## src/rtl/spi_slave_fl_if.sv

```systemverilog
// spi_slave_fl_if: pin and backend bundle for the SPI flash responder.
//   SPI side     : sclk, ss (active low), mosi -> target; miso, miso_oe <- target
//   header       : cmd, addr, hdr_valid
//   read backend : rd_req <- target; rd_valid, rd_data -> target
//   write backend: wr_valid, wr_data <- target
//   status       : frame_done, underrun
// Modport slave is the responder itself; modport master is the flash master
// plus byte backend that surround it.
`timescale 1ns/1ps
interface spi_slave_fl_if;
  logic        sclk;
  logic        ss;
  logic        mosi;
  logic        miso;
  logic        miso_oe;
  logic [7:0]  cmd;
  logic [23:0] addr;
  logic        hdr_valid;
  logic        rd_req;
  logic        rd_valid;
  logic [7:0]  rd_data;
  logic        wr_valid;
  logic [7:0]  wr_data;
  logic        frame_done;
  logic        underrun;

  modport slave (
    input  sclk, ss, mosi, rd_valid, rd_data,
    output miso, miso_oe, cmd, addr, hdr_valid, rd_req,
           wr_valid, wr_data, frame_done, underrun
  );

  modport master (
    output sclk, ss, mosi, rd_valid, rd_data,
    input  miso, miso_oe, cmd, addr, hdr_valid, rd_req,
           wr_valid, wr_data, frame_done, underrun
  );
endinterface

```

## src/rtl/spi_slave_fl.sv

```systemverilog
// spi_slave_fl: single-lane SPI flash responder, oversampled in the clk domain.
// Decodes a command byte plus optional 24-bit address, then streams bytes to
// (DOUT) or from (DIN) a byte-wide backend.
//   clk : system clock, all logic on the rising edge
//   rst : synchronous, active-low reset
//   bus : spi_slave_fl_if.slave (SPI pins, header outputs, rd/wr handshakes)
// Parameters CPOL/CPHA select the SPI mode (default mode 3).
// Optional build macro SPI_SLAVE_FASTREAD_EN adds FAST READ (0x0B) with an
// 8-clock DUMMY phase; without it 0x0B is discarded like any unknown opcode.
`timescale 1ns/1ps
module spi_slave_fl #(
  parameter bit CPOL = 1'b1,
  parameter bit CPHA = 1'b1
) (
  input logic           clk,
  input logic           rst,
  spi_slave_fl_if.slave bus
);

  typedef enum logic [2:0] {
    IDLE, CMD, ADDR,
`ifdef SPI_SLAVE_FASTREAD_EN
    DUMMY,
`endif
    DOUT, DIN, DISCARD
  } state_t;

  // Pin synchronizers (stages 1-2) and registered edge detector (stage 3).
  logic [1:0] sclk_sync, ss_sync, mosi_sync;
  logic       sclk_q, ss_q, ss_fall_q, mosi_q, smp_q, drv_q;
  logic       rise, fall, lead, trail;

  assign rise  = sclk_sync[1] & ~sclk_q;
  assign fall  = ~sclk_sync[1] & sclk_q;
  assign lead  = CPOL ? fall : rise;
  assign trail = CPOL ? rise : fall;

  always_ff @(posedge clk) begin
    if (!rst) begin
      // NOTE: ss history resets low so a select already low when reset lifts
      // never looks like a fresh falling edge; the frame waits for a real one.
      sclk_sync <= {2{CPOL}};
      sclk_q    <= CPOL;
      ss_sync   <= 2'b00;
      ss_q      <= 1'b0;
      ss_fall_q <= 1'b0;
      mosi_sync <= 2'b00;
      mosi_q    <= 1'b0;
      smp_q     <= 1'b0;
      drv_q     <= 1'b0;
    end else begin
      // NOTE: non-blocking everywhere in clocked blocks so every stage samples
      // the previous stage's old value, giving a true shift pipeline.
      sclk_sync <= {sclk_sync[0], bus.sclk};
      ss_sync   <= {ss_sync[0], bus.ss};
      mosi_sync <= {mosi_sync[0], bus.mosi};
      sclk_q    <= sclk_sync[1];
      ss_q      <= ss_sync[1];
      ss_fall_q <= ss_q & ~ss_sync[1];
      mosi_q    <= mosi_sync[1];
      smp_q     <= CPHA ? trail : lead;
      drv_q     <= CPHA ? lead : trail;
    end
  end

  // Protocol state and registered outputs.
  state_t      state, state_n;
  logic [4:0]  bit_cnt, bit_cnt_n;
  logic [7:0]  shift_in, shift_in_n, sh_out, sh_out_n;
  logic [7:0]  buf_data, buf_data_n;
  logic        buf_full, buf_full_n;
  logic [1:0]  rd_win, rd_win_n;      // cycles left in which rd_valid is accepted
  logic        addr_inc, addr_inc_n;
  logic        miso_q, miso_n, miso_oe_q, miso_oe_n;
  logic [7:0]  cmd_q, cmd_n, wr_data_q, wr_data_n;
  logic [23:0] addr_q, addr_n;
  logic        hdr_valid_q, hdr_valid_n, rd_req_q, rd_req_n;
  logic        wr_valid_q, wr_valid_n, frame_done_q, frame_done_n;
  logic        underrun_q, underrun_n;
  logic [7:0]  byte_in, load_src;

  always_ff @(posedge clk) begin
    if (!rst) begin
      state        <= IDLE;
      bit_cnt      <= '0;
      shift_in     <= '0;
      sh_out       <= 8'hFF;
      buf_data     <= '0;
      buf_full     <= 1'b0;
      rd_win       <= '0;
      addr_inc     <= 1'b0;
      miso_q       <= 1'b1;
      miso_oe_q    <= 1'b0;
      cmd_q        <= '0;
      addr_q       <= '0;
      wr_data_q    <= '0;
      hdr_valid_q  <= 1'b0;
      rd_req_q     <= 1'b0;
      wr_valid_q   <= 1'b0;
      frame_done_q <= 1'b0;
      underrun_q   <= 1'b0;
    end else begin
      state        <= state_n;
      bit_cnt      <= bit_cnt_n;
      shift_in     <= shift_in_n;
      sh_out       <= sh_out_n;
      buf_data     <= buf_data_n;
      buf_full     <= buf_full_n;
      rd_win       <= rd_win_n;
      addr_inc     <= addr_inc_n;
      miso_q       <= miso_n;
      miso_oe_q    <= miso_oe_n;
      cmd_q        <= cmd_n;
      addr_q       <= addr_n;
      wr_data_q    <= wr_data_n;
      hdr_valid_q  <= hdr_valid_n;
      rd_req_q     <= rd_req_n;
      wr_valid_q   <= wr_valid_n;
      frame_done_q <= frame_done_n;
      underrun_q   <= underrun_n;
    end
  end

  always_comb begin
    // NOTE: every signal gets a hold/default value first so no path through
    // the case below can leave one unassigned and infer a latch.
    state_n      = state;
    bit_cnt_n    = bit_cnt;
    shift_in_n   = shift_in;
    sh_out_n     = sh_out;
    buf_data_n   = buf_data;
    buf_full_n   = buf_full;
    rd_win_n     = (rd_win != 2'd0) ? rd_win - 2'd1 : 2'd0;
    addr_inc_n   = 1'b0;
    miso_n       = miso_q;
    miso_oe_n    = miso_oe_q;
    cmd_n        = cmd_q;
    addr_n       = addr_inc ? addr_q + 24'd1 : addr_q;
    wr_data_n    = wr_data_q;
    hdr_valid_n  = 1'b0;
    rd_req_n     = 1'b0;
    wr_valid_n   = 1'b0;
    underrun_n   = underrun_q;
    frame_done_n = ss_sync[1] & ~ss_q & (state != IDLE);
    byte_in      = {shift_in[6:0], mosi_q};
    load_src     = buf_full ? buf_data : 8'hFF;

    // Prefetch capture; only inside the window opened by our own rd_req.
    if (bus.rd_valid && rd_win != 2'd0) begin
      buf_data_n = bus.rd_data;
      buf_full_n = 1'b1;
      rd_win_n   = 2'd0;
    end

    // Deselect beats everything, including an SMP edge seen the same cycle.
    if (ss_q) begin
      state_n    = IDLE;
      bit_cnt_n  = '0;
      miso_n     = 1'b1;
      miso_oe_n  = 1'b0;
      buf_full_n = 1'b0;
      rd_win_n   = 2'd0;
    end else begin
      case (state)
        IDLE: if (ss_fall_q) begin
          state_n    = CMD;
          bit_cnt_n  = '0;
          underrun_n = 1'b0;
        end
        CMD: if (smp_q) begin
          shift_in_n = byte_in;
          bit_cnt_n  = bit_cnt + 5'd1;
          if (bit_cnt == 5'd7) begin
            cmd_n     = byte_in;
            bit_cnt_n = '0;
            case (byte_in)
              8'h03, 8'h02: state_n = ADDR;
`ifdef SPI_SLAVE_FASTREAD_EN
              8'h0B:        state_n = ADDR;
`endif
              8'h9F, 8'h05: begin
                addr_n      = '0;
                hdr_valid_n = 1'b1;
                rd_req_n    = 1'b1;
                state_n     = DOUT;
              end
              8'h06, 8'h04: begin
                hdr_valid_n = 1'b1;
                state_n     = DISCARD;
              end
              default:      state_n = DISCARD;
            endcase
          end
        end
        ADDR: if (smp_q) begin
          addr_n    = {addr_q[22:0], mosi_q};
          bit_cnt_n = bit_cnt + 5'd1;
          if (bit_cnt == 5'd23) begin
            bit_cnt_n   = '0;
            hdr_valid_n = 1'b1;
            case (cmd_q)
              8'h03: begin
                rd_req_n = 1'b1;
                state_n  = DOUT;
              end
              8'h02:   state_n = DIN;
`ifdef SPI_SLAVE_FASTREAD_EN
              8'h0B:   state_n = DUMMY;
`endif
              default: state_n = DISCARD;
            endcase
          end
        end
`ifdef SPI_SLAVE_FASTREAD_EN
        DUMMY: if (smp_q) begin
          bit_cnt_n = bit_cnt + 5'd1;
          if (bit_cnt == 5'd7) begin
            bit_cnt_n = '0;
            rd_req_n  = 1'b1;
            state_n   = DOUT;
          end
        end
`endif
        DOUT: if (drv_q) begin
          miso_oe_n = 1'b1;
          bit_cnt_n = bit_cnt + 5'd1;
          if (bit_cnt[2:0] == 3'd0) begin
            // Byte boundary: a capture landing this same cycle is too late.
            miso_n     = load_src[7];
            sh_out_n   = {load_src[6:0], 1'b1};
            buf_full_n = 1'b0;
            addr_n     = addr_q + 24'd1;
            rd_req_n   = 1'b1;
            if (!buf_full) underrun_n = 1'b1;
          end else begin
            miso_n   = sh_out[7];
            sh_out_n = {sh_out[6:0], 1'b1};
          end
        end
        DIN: if (smp_q) begin
          shift_in_n = byte_in;
          bit_cnt_n  = bit_cnt + 5'd1;
          if (bit_cnt[2:0] == 3'd7) begin
            wr_data_n  = byte_in;
            wr_valid_n = 1'b1;
            addr_inc_n = 1'b1;
          end
        end
        DISCARD: ;
        default: state_n = IDLE;
      endcase
    end

    if (rd_req_n) rd_win_n = 2'd3;
  end

  assign bus.miso       = miso_q;
  assign bus.miso_oe    = miso_oe_q;
  assign bus.cmd        = cmd_q;
  assign bus.addr       = addr_q;
  assign bus.hdr_valid  = hdr_valid_q;
  assign bus.rd_req     = rd_req_q;
  assign bus.wr_valid   = wr_valid_q;
  assign bus.wr_data    = wr_data_q;
  assign bus.frame_done = frame_done_q;
  assign bus.underrun   = underrun_q;

endmodule

```

## src/flat_wrapper.sv

```systemverilog
// flat-port wrapper written by rule: the top's interface ports become plain ports
module spi_slave_fl_flat 
#(
  parameter bit CPOL = 1'b1,
  parameter bit CPHA = 1'b1
)
  (clk, rst, bus_sclk, bus_ss, bus_mosi, bus_rd_valid, bus_rd_data, bus_miso, bus_miso_oe, bus_cmd, bus_addr, bus_hdr_valid, bus_rd_req, bus_wr_valid, bus_wr_data, bus_frame_done, bus_underrun);
  spi_slave_fl_if bus_i ();
  input logic clk;
  input logic rst;
  input wire logic [$bits(bus_i.sclk)-1:0] bus_sclk;
  input wire logic [$bits(bus_i.ss)-1:0] bus_ss;
  input wire logic [$bits(bus_i.mosi)-1:0] bus_mosi;
  input wire logic [$bits(bus_i.rd_valid)-1:0] bus_rd_valid;
  input wire logic [$bits(bus_i.rd_data)-1:0] bus_rd_data;
  output wire logic [$bits(bus_i.miso)-1:0] bus_miso;
  output wire logic [$bits(bus_i.miso_oe)-1:0] bus_miso_oe;
  output wire logic [$bits(bus_i.cmd)-1:0] bus_cmd;
  output wire logic [$bits(bus_i.addr)-1:0] bus_addr;
  output wire logic [$bits(bus_i.hdr_valid)-1:0] bus_hdr_valid;
  output wire logic [$bits(bus_i.rd_req)-1:0] bus_rd_req;
  output wire logic [$bits(bus_i.wr_valid)-1:0] bus_wr_valid;
  output wire logic [$bits(bus_i.wr_data)-1:0] bus_wr_data;
  output wire logic [$bits(bus_i.frame_done)-1:0] bus_frame_done;
  output wire logic [$bits(bus_i.underrun)-1:0] bus_underrun;
  assign bus_i.sclk = bus_sclk;
  assign bus_i.ss = bus_ss;
  assign bus_i.mosi = bus_mosi;
  assign bus_i.rd_valid = bus_rd_valid;
  assign bus_i.rd_data = bus_rd_data;
  assign bus_miso = bus_i.miso;
  assign bus_miso_oe = bus_i.miso_oe;
  assign bus_cmd = bus_i.cmd;
  assign bus_addr = bus_i.addr;
  assign bus_hdr_valid = bus_i.hdr_valid;
  assign bus_rd_req = bus_i.rd_req;
  assign bus_wr_valid = bus_i.wr_valid;
  assign bus_wr_data = bus_i.wr_data;
  assign bus_frame_done = bus_i.frame_done;
  assign bus_underrun = bus_i.underrun;
  spi_slave_fl #(.CPOL(CPOL), .CPHA(CPHA)) u_core (.clk(clk), .rst(rst), .bus(bus_i));
endmodule
```

## config.mk

```make
export PLATFORM = sky130hd
export DESIGN_NAME = spi_slave_fl_flat
export DESIGN_NICKNAME = d
export VERILOG_FILES = /design/src/rtl/spi_slave_fl_if.sv /design/src/rtl/spi_slave_fl.sv /design/src/flat_wrapper.sv
export SDC_FILE = /design/constraint.sdc
export NUM_CORES = 1
export LEC_CHECK = 0
export CAP_MARGIN = 30
export CORE_ASPECT_RATIO = 2
export CORE_MARGIN = 2
export CORE_UTILIZATION = 50
export CTS_CLUSTER_SIZE = 10
export DETAILED_ROUTE_END_ITERATION = 12
export PLACE_DENSITY_LB_ADDON = 0.25
export REMOVE_ABC_BUFFERS = 1
export SYNTH_ARGS = -nofsm -noshare
export SYNTH_HDL_FRONTEND = slang
export SYNTH_SLANG_ARGS = --single-unit
```

## constraint.sdc

```tcl
create_clock -name clk -period 2.28 [get_ports clk]
set_clock_uncertainty 0.05 [all_clocks]
set_input_delay 0.456 -clock clk [delete_from_list [all_inputs] [get_ports clk]]
set_output_delay 0.456 -clock clk [all_outputs]
set_load 0.01 [all_outputs]
```

==> results of run 1 <==
==> cell families after synthesis <==
| logic type | after synthesis | synth area share, % |
|---|---|---|
| buf+inv | 56 | 4.71 |
| mux | 25 | 5.24 |
| flops | 92 | 38.6 |
| simple gates | 252 | 27.1 |
| xor+xnor | 38 | 6.97 |
| compound gates | 113 | 16.4 |
| fa+ha+maj | 4 | 1.05 |
==> path summary, 6_finish.rpt <==
check	startpoint	endpoint	slack, ns	cells after the start
worst min-delay path	u_core.sclk_sync[0]$_SDFF_PN1_	u_core.sclk_sync[1]$_SDFF_PN1_	0.36	1
worst max register to register	u_core.bus.addr[0]$_SDFF_PN0_	u_core.bus.addr[17]$_SDFF_PN0_	0.13	8
worst min register to register	u_core.sclk_sync[0]$_SDFF_PN1_	u_core.sclk_sync[1]$_SDFF_PN1_	0.36	1
worst max-delay path	u_core.bus.addr[0]$_SDFF_PN0_	u_core.bus.addr[17]$_SDFF_PN0_	0.13	8
==> sequential cells by signal (all words and copies together) (netlist names), 2 cells and up <==
name                count
u_core.mosi_sync        2
u_core.bus.cmd          8
u_core.rd_win           2
u_core.bus.addr        24
u_core.bus.wr_data      8
u_core.sh_out           7
u_core.state            3
u_core.shift_in         7
u_core.buf_data         8
u_core.bit_cnt          5
u_core.ss_sync          2
u_core.sclk_sync        2
==> layout make-up <==
cell class / count / area, um^2
repair buffers: 114 / 1030
well taps: 104 / 130
multi-input cells: 432 / 2710
inverters: 13 / 48.8
clock inverters: 5 / 85.1
fillers: 801 / 3240
clock buffers: 10 / 239
flip-flops and latches: 92 / 1840
==> per-stage QoR <==
step	TNS [ns]	hold WS (ns)
3_3_place_gp	0	0.338
3_5_place_dp	0	0.349
2_1_floorplan	-0.0679	0.336
5_1_grt	0	0.383
4_1_cts	0	0.365
6_report	0	0.360
==> where the power goes <==
group / switching, mW / total [mW] / internal, mW
Combinational: 0.119 / 0.203 / 0.0849
Sequential: 0.00813 / 1.62 / 1.62
Clock: 0.640 / 1.63 / 0.990
Total: 0.766 / 3.46 / 2.69
==> critical path: stages (launching register included) <==
cell     delay [ns]
dfxtp_1        0.48
buf_4          0.19
nand4_1        0.19
nor2_1         0.20
and2_0         0.35
buf_4          0.19
nand3_1        0.08
a32oi_1        0.21
o22ai_1        0.09
==> routing by layer <==
layer / routed length, um / track usage, % / up-vias / part of all wire (%)
li1: - / - / 2221 / -
met1: 4840 / 27.3 / 2192 / 34
met2: 7860 / 52.7 / 190 / 56
met3: 588 / 4.53 / 59 / 4.2
met4: 777 / 19.5 / 0 / 5.5
met5: 0 / 0 / - / 0
==> cells in the mapped netlist, types with 5 or more instances <==
cell type / instances / area share [%]
nand3_1: 27 / 2.8
and2_1: 9 / 1.2
a21oi_1: 24 / 2.5
nand2_1: 66 / 5.2
clkbuf_1: 32 / 2.5
dfxtp_1: 92 / 39
nor3_1: 9 / 0.94
and4_1: 6 / 1.1
a32oi_1: 5 / 0.92
o22ai_1: 12 / 1.6
nor4_1: 5 / 0.65
inv_1: 12 / 0.94
nand3b_1: 8 / 1.3
nand4_1: 14 / 1.8
buf_2: 8 / 0.84
nor2_1: 58 / 4.6
nor2b_1: 10 / 1.3
nand2b_1: 11 / 1.4
o21ai_0: 18 / 1.9
o211ai_1: 7 / 1.1
mux2i_1: 25 / 5.2
xor2_1: 21 / 3.9
a22oi_1: 11 / 1.7
xnor2_1: 17 / 3.1
and3_1: 8 / 1.0
==> cells in the final DEF (no fill, tap or decap), types with 4 or more instances in the layout <==
cell	count
a21oi_1	24
a22oi_1	11
a31oi_1	4
a32oi_1	5
and2_1	9
and3_1	8
and4_1	6
buf_4	52
clkbuf_16	9
clkdlybuf4s50_1	60
dfxtp_1	92
ha_1	4
inv_1	12
mux2i_1	25
nand2_1	66
nand2b_1	11
nand3_1	27
nand3b_1	8
nand4_1	14
nand4b_1	4
nor2_1	58
nor2b_1	10
nor3_1	9
nor4_1	5
o211ai_1	7
o21ai_0	18
o22ai_1	12
xnor2_1	17
xor2_1	21
==> repair_timing <==
action,4_1_cts,5_1_grt
setup buffers,0,1
endpoints found under the setup margin,0,1
endpoints found under the hold margin,0,0
==> flow_summary_export.csv, run 1 <==
group,metric,value,unit
grt,grt_antenna_before_repair,0,
floorplan,die_height,142,um
placed_design,gp_congestion,0.966,
synthesis,synth_ff_type,"dfxtp_1",
timing,layout_min_cycle_time,2.15,ns
cells_and_area,nets,680,
setup_path,path_class,"reg -> reg",
power,ir_worst_vdd,680,uV
detailed_routing,routed_wl,14.1,mm
detailed_routing,drc,0,
clock_network,cts_root_buf,"clkbuf_16",
synthesis,syn-instance-count,580,
detailed_routing,ant_nets,0,
setup_path,endpoint_kind,"flip-flop",
cells_and_area,finish.utilization,65.3,%
timing,finalWorstSetupSlack,0.126,ns
setup_path,critPathArrivalTime,2.33,ns
floorplan,initial_utilization,51.2,%
status,status,"finished clean",
floorplan,core-area,9320,um^2
placed_design,dp_cells,754,
floorplan,io-pin-count,61,
synthesis,syn_area,4780,um^2
timing,fin_crit_sh,94.5,%
clock_network,cts.sinks,92,
clock_network,hold_buffers,0,
detailed_routing,drt-pass1-iter-count,6,
clock_network,cts_max_level,3,
timing,slew_violations,0,
setup_path,required,2.46,ns
timing,max_freq,464,MHz
detailed_routing,wire_per_inst,18.3,um
timing,setup_viol,0,
cells_and_area,insertedDiodeCount,0,
clock_network,clock_latency,0.35,ns
cells_and_area,syn2layout_area_growth,27.4,%
timing,hold_viol_final,0,
worst_hold_path,hold_path_class,"reg -> reg",
power,p_total,3.46,mW
clock_network,clkTransAtPathRegs,0.07,ns
synthesis,yosysWarningCount,0,
grt,grt_max_degree,33,
floorplan,fp.dieW,73.1,um
floorplan,num_rows,50,
cells_and_area,final_area,6090,um^2
setup_path,worstPathMaxFanout,5,
synthesis,synth_edf_count,0,
grt,grt_usage,28.5,%
synthesis,synthArstFlopShare,0,%
clock_network,cts_buffers,9,
timing,worst_slew_pin_slew,0.458,ns
grt,grt.overflow.total,0,
floorplan,dieArea,10400,um^2
clock_network,clk_path_buf_depth,2,
detailed_routing,drt_iter0_markers,308,
timing,rsz0062_at_grt,"false",
clock_network,tritoncts,"yes",
job,max-cap-violations,0,
synthesis,ys_types,69,
synthesis,postSynthAreaPerCell,8.24,um^2
grt,grt_pass1_wl,22.7,mm
setup_path,cp-start-kind,"flip-flop",
cells_and_area,fin_cells,770,
timing,maxSlewHeadroom,69.3,%
placed_design,io_buffers,60,
grt,grt_pass1_vias,4632,
power,p_per_area,568,nW/um^2
clock_network,cts_resized,0,
cells_and_area,drive_above_1_share,12.2,%
synthesis,ys_seq_area_share,38.6,%
detailed_routing,viasPerCell,6.05,
power,leakage,2.39,nW
detailed_routing,num_vias,4662,
placed_design,placed_cell_area,5750,um^2
synthesis,yosys_register_bits,92,
placed_design,hpwl,10.6,mm
placed_design,preCtsSetupSlack,0.171,ns
Power figures use the tool's default switching activity.
==> inputs of run 2 (changes only) <==
--- a/config.mk
+++ b/config.mk
@@ -11,2 +11,3 @@
 export CORE_UTILIZATION = 50
+export CTS_BUF_LIST = sky130_fd_sc_hd__clkbuf_8
 export CTS_CLUSTER_SIZE = 10
--- a/constraint.sdc
+++ b/constraint.sdc
@@ -4,2 +4,2 @@
 set_output_delay 0.456 -clock clk [all_outputs]
-set_load 0.01 [all_outputs]
+set_load 0.1 [all_outputs]
==> flow_summary_export.csv, run 2 (synthesis gave the netlist of run 1 again) <==
group,metric,value,unit
setup_path,reg2reg_slack,0.14,ns
timing,rsz0062_at_grt,"false",
status,status,"finished clean",
power,p_int,2.27,mW
detailed_routing,routed_wl,13.7,mm
cells_and_area,drive_above_1_share,19.2,%
timing,setup_viol,0,
floorplan,io-pin-count,61,
setup_path,required,2.54,ns
placed_design,io_buffers,60,
detailed_routing,viasPerCell,6.15,
placed_design,gp_congestion,0.966,
timing,finalWorstSetupSlack,0.144,ns
detailed_routing,drt-pass1-iter-count,8,
cells_and_area,insertedDiodeCount,0,
setup_path,endpoint_kind,"flip-flop",
grt,grt_max_degree,38,
power,p_per_area,512,nW/um^2
clock_network,hold_buffers,0,
power,leakage,2.44,nW
cells_and_area,seq_area,1840,um^2
cells_and_area,nets,679,
detailed_routing,drt_iter0_markers,399,
timing,hold_viol_final,0,
clock_network,cts_buffers,9,
timing,slew_violations,0,
power,power_frac_comb,6.8,%
power,p_sw,0.728,mW
timing,max_freq,468,MHz
detailed_routing,drc,0,
placed_design,placed_cell_area,5640,um^2
grt,grt_antenna_before_repair,0,
timing,maxSlewHeadroom,64.2,%
cells_and_area,final_area,5860,um^2
worst_hold_path,hold_path_class,"reg -> reg",
floorplan,initial_utilization,51.2,%
timing,layout_min_cycle_time,2.14,ns
floorplan,core-area,9320,um^2
setup_path,path_class,"reg -> reg",
grt,grt.overflow.total,0,
grt,grt_pass1_vias,4702,
floorplan,num_rows,50,
setup_path,critPathArrivalTime,2.39,ns
placed_design,preCtsSetupSlack,0.176,ns
power,pwr-share-seq,54.2,%
power,ir_worst_vdd,473,uV
clock_network,tritoncts,"yes",
power,clock_power_share,39.0,%
clock_network,clock_latency,0.37,ns
job,max-cap-violations,0,
clock_network,cts_max_level,3,
grt,grt_pass1_wl,22.4,mm
detailed_routing,num_vias,4738,
power,p_sw_share,24.3,%
floorplan,dieArea,10400,um^2
cells_and_area,layout_common_cells,"buf_4 (98), dfxtp_1 (91), nand2_1 (66)",
clock_network,clk_path_buf_depth,2,
detailed_routing,wire_per_inst,17.8,um
cells_and_area,multi_input_area,2720,um^2
cells_and_area,num-fill-cells,825,
clock_network,cts.sinks,92,
timing,fin_crit_sh,93.7,%
setup_path,worstPathMaxFanout,6,
setup_path,cp-start-kind,"flip-flop",
floorplan,fp.dieW,73.1,um
floorplan,die_height,142,um
cells_and_area,layout_commonest_cell,"buf_4",
placed_design,hpwl,10.3,mm
cells_and_area,largest_register_ffs,24,
grt,grt_usage,27.5,%
clock_network,cts_root_buf,"clkbuf_8",
clock_network,clkTransAtPathRegs,0.09,ns
detailed_routing,ant_nets,0,
timing,worst_slew_pin_slew,0.537,ns
cells_and_area,syn2layout_area_growth,22.6,%
[run 2: cell count changes in the layout (fill, tap and decap cells not counted), moves of 9 or more]
cell / change
buf_4: +46
clkbuf_8: +10
clkbuf_16: -9
clkdlybuf4s50_1: -47
[run 2: path summary, 6_finish.rpt]
| path | startpoint | to | cells after the start |
|---|---|---|---|
| max | u_core.bit_cnt[0]$_SDFFE_PP0P_ | u_core.bus.addr[5]$_SDFF_PN0_ | 8 |
| min | u_core.sclk_sync[0]$_SDFF_PN1_ | u_core.sclk_sync[1]$_SDFF_PN1_ | 1 |
| min reg2reg | u_core.sclk_sync[0]$_SDFF_PN1_ | u_core.sclk_sync[1]$_SDFF_PN1_ | 1 |
| max reg2reg | u_core.bit_cnt[0]$_SDFFE_PP0P_ | u_core.bus.addr[5]$_SDFF_PN0_ | 8 |
[run 2: timing repair]
action | in CTS | in global routing
resized for setup | 0 | 2
buffers inserted | 0 | 0
setup endpoints to repair | 0 | 1
[run 2: power groups by stage]
stage	Sequential [mW]	Combinational (mW)	Clock, mW
after floorplan	1.66	0.0931	0
after global placement	1.66	0.195	0
after detailed placement	1.66	0.199	0
after CTS	1.62	0.200	1.19
after global routing	1.63	0.220	1.25
final	1.62	0.203	1.17
[run 2: layout make-up]
class | instances | share of cell area, %
flip-flops and latches | 92 | 31.5
multi-input cells | 432 | 46.4
clock buffers | 11 | 2.58
well taps | 104 | 2.22
inverters | 13 | 0.833
clock inverters | 5 | 1.03
repair buffers | 113 | 15.5
[run 2: critical path: stages (launching register included)]
cell,delay (ns)
dfxtp_1,0.35
ha_1,0.25
and4bb_2,0.27
o211a_1,0.17
a2111oi_4,0.39
buf_4,0.23
nor2_2,0.07
o22ai_1,0.15
and2_1,0.15
[run 2: metal layers]
metal	routed length (um)	GRT usage, %
met5	0	0
met3	449	3.61
met1	4830	27.8
met4	871	17.7
met2	7590	50.5
[run 2: stage by stage]
stage | cells | hold WS [ns] | util, % | setup TNS [ns] | total power [mW]
6_report | 770 | 0.363 | 62.8 | 0 | 3.00
2_1_floorplan | 537 | 0.336 | - | -8.16 | 1.76
3_5_place_dp | 754 | 0.345 | 60.5 | 0 | 1.86
5_1_grt | 770 | 0.395 | 62.8 | 0 | 3.09
4_1_cts | 770 | 0.367 | 62.7 | 0 | 3.01
3_3_place_gp | 754 | 0.340 | 60.5 | 0 | 1.86
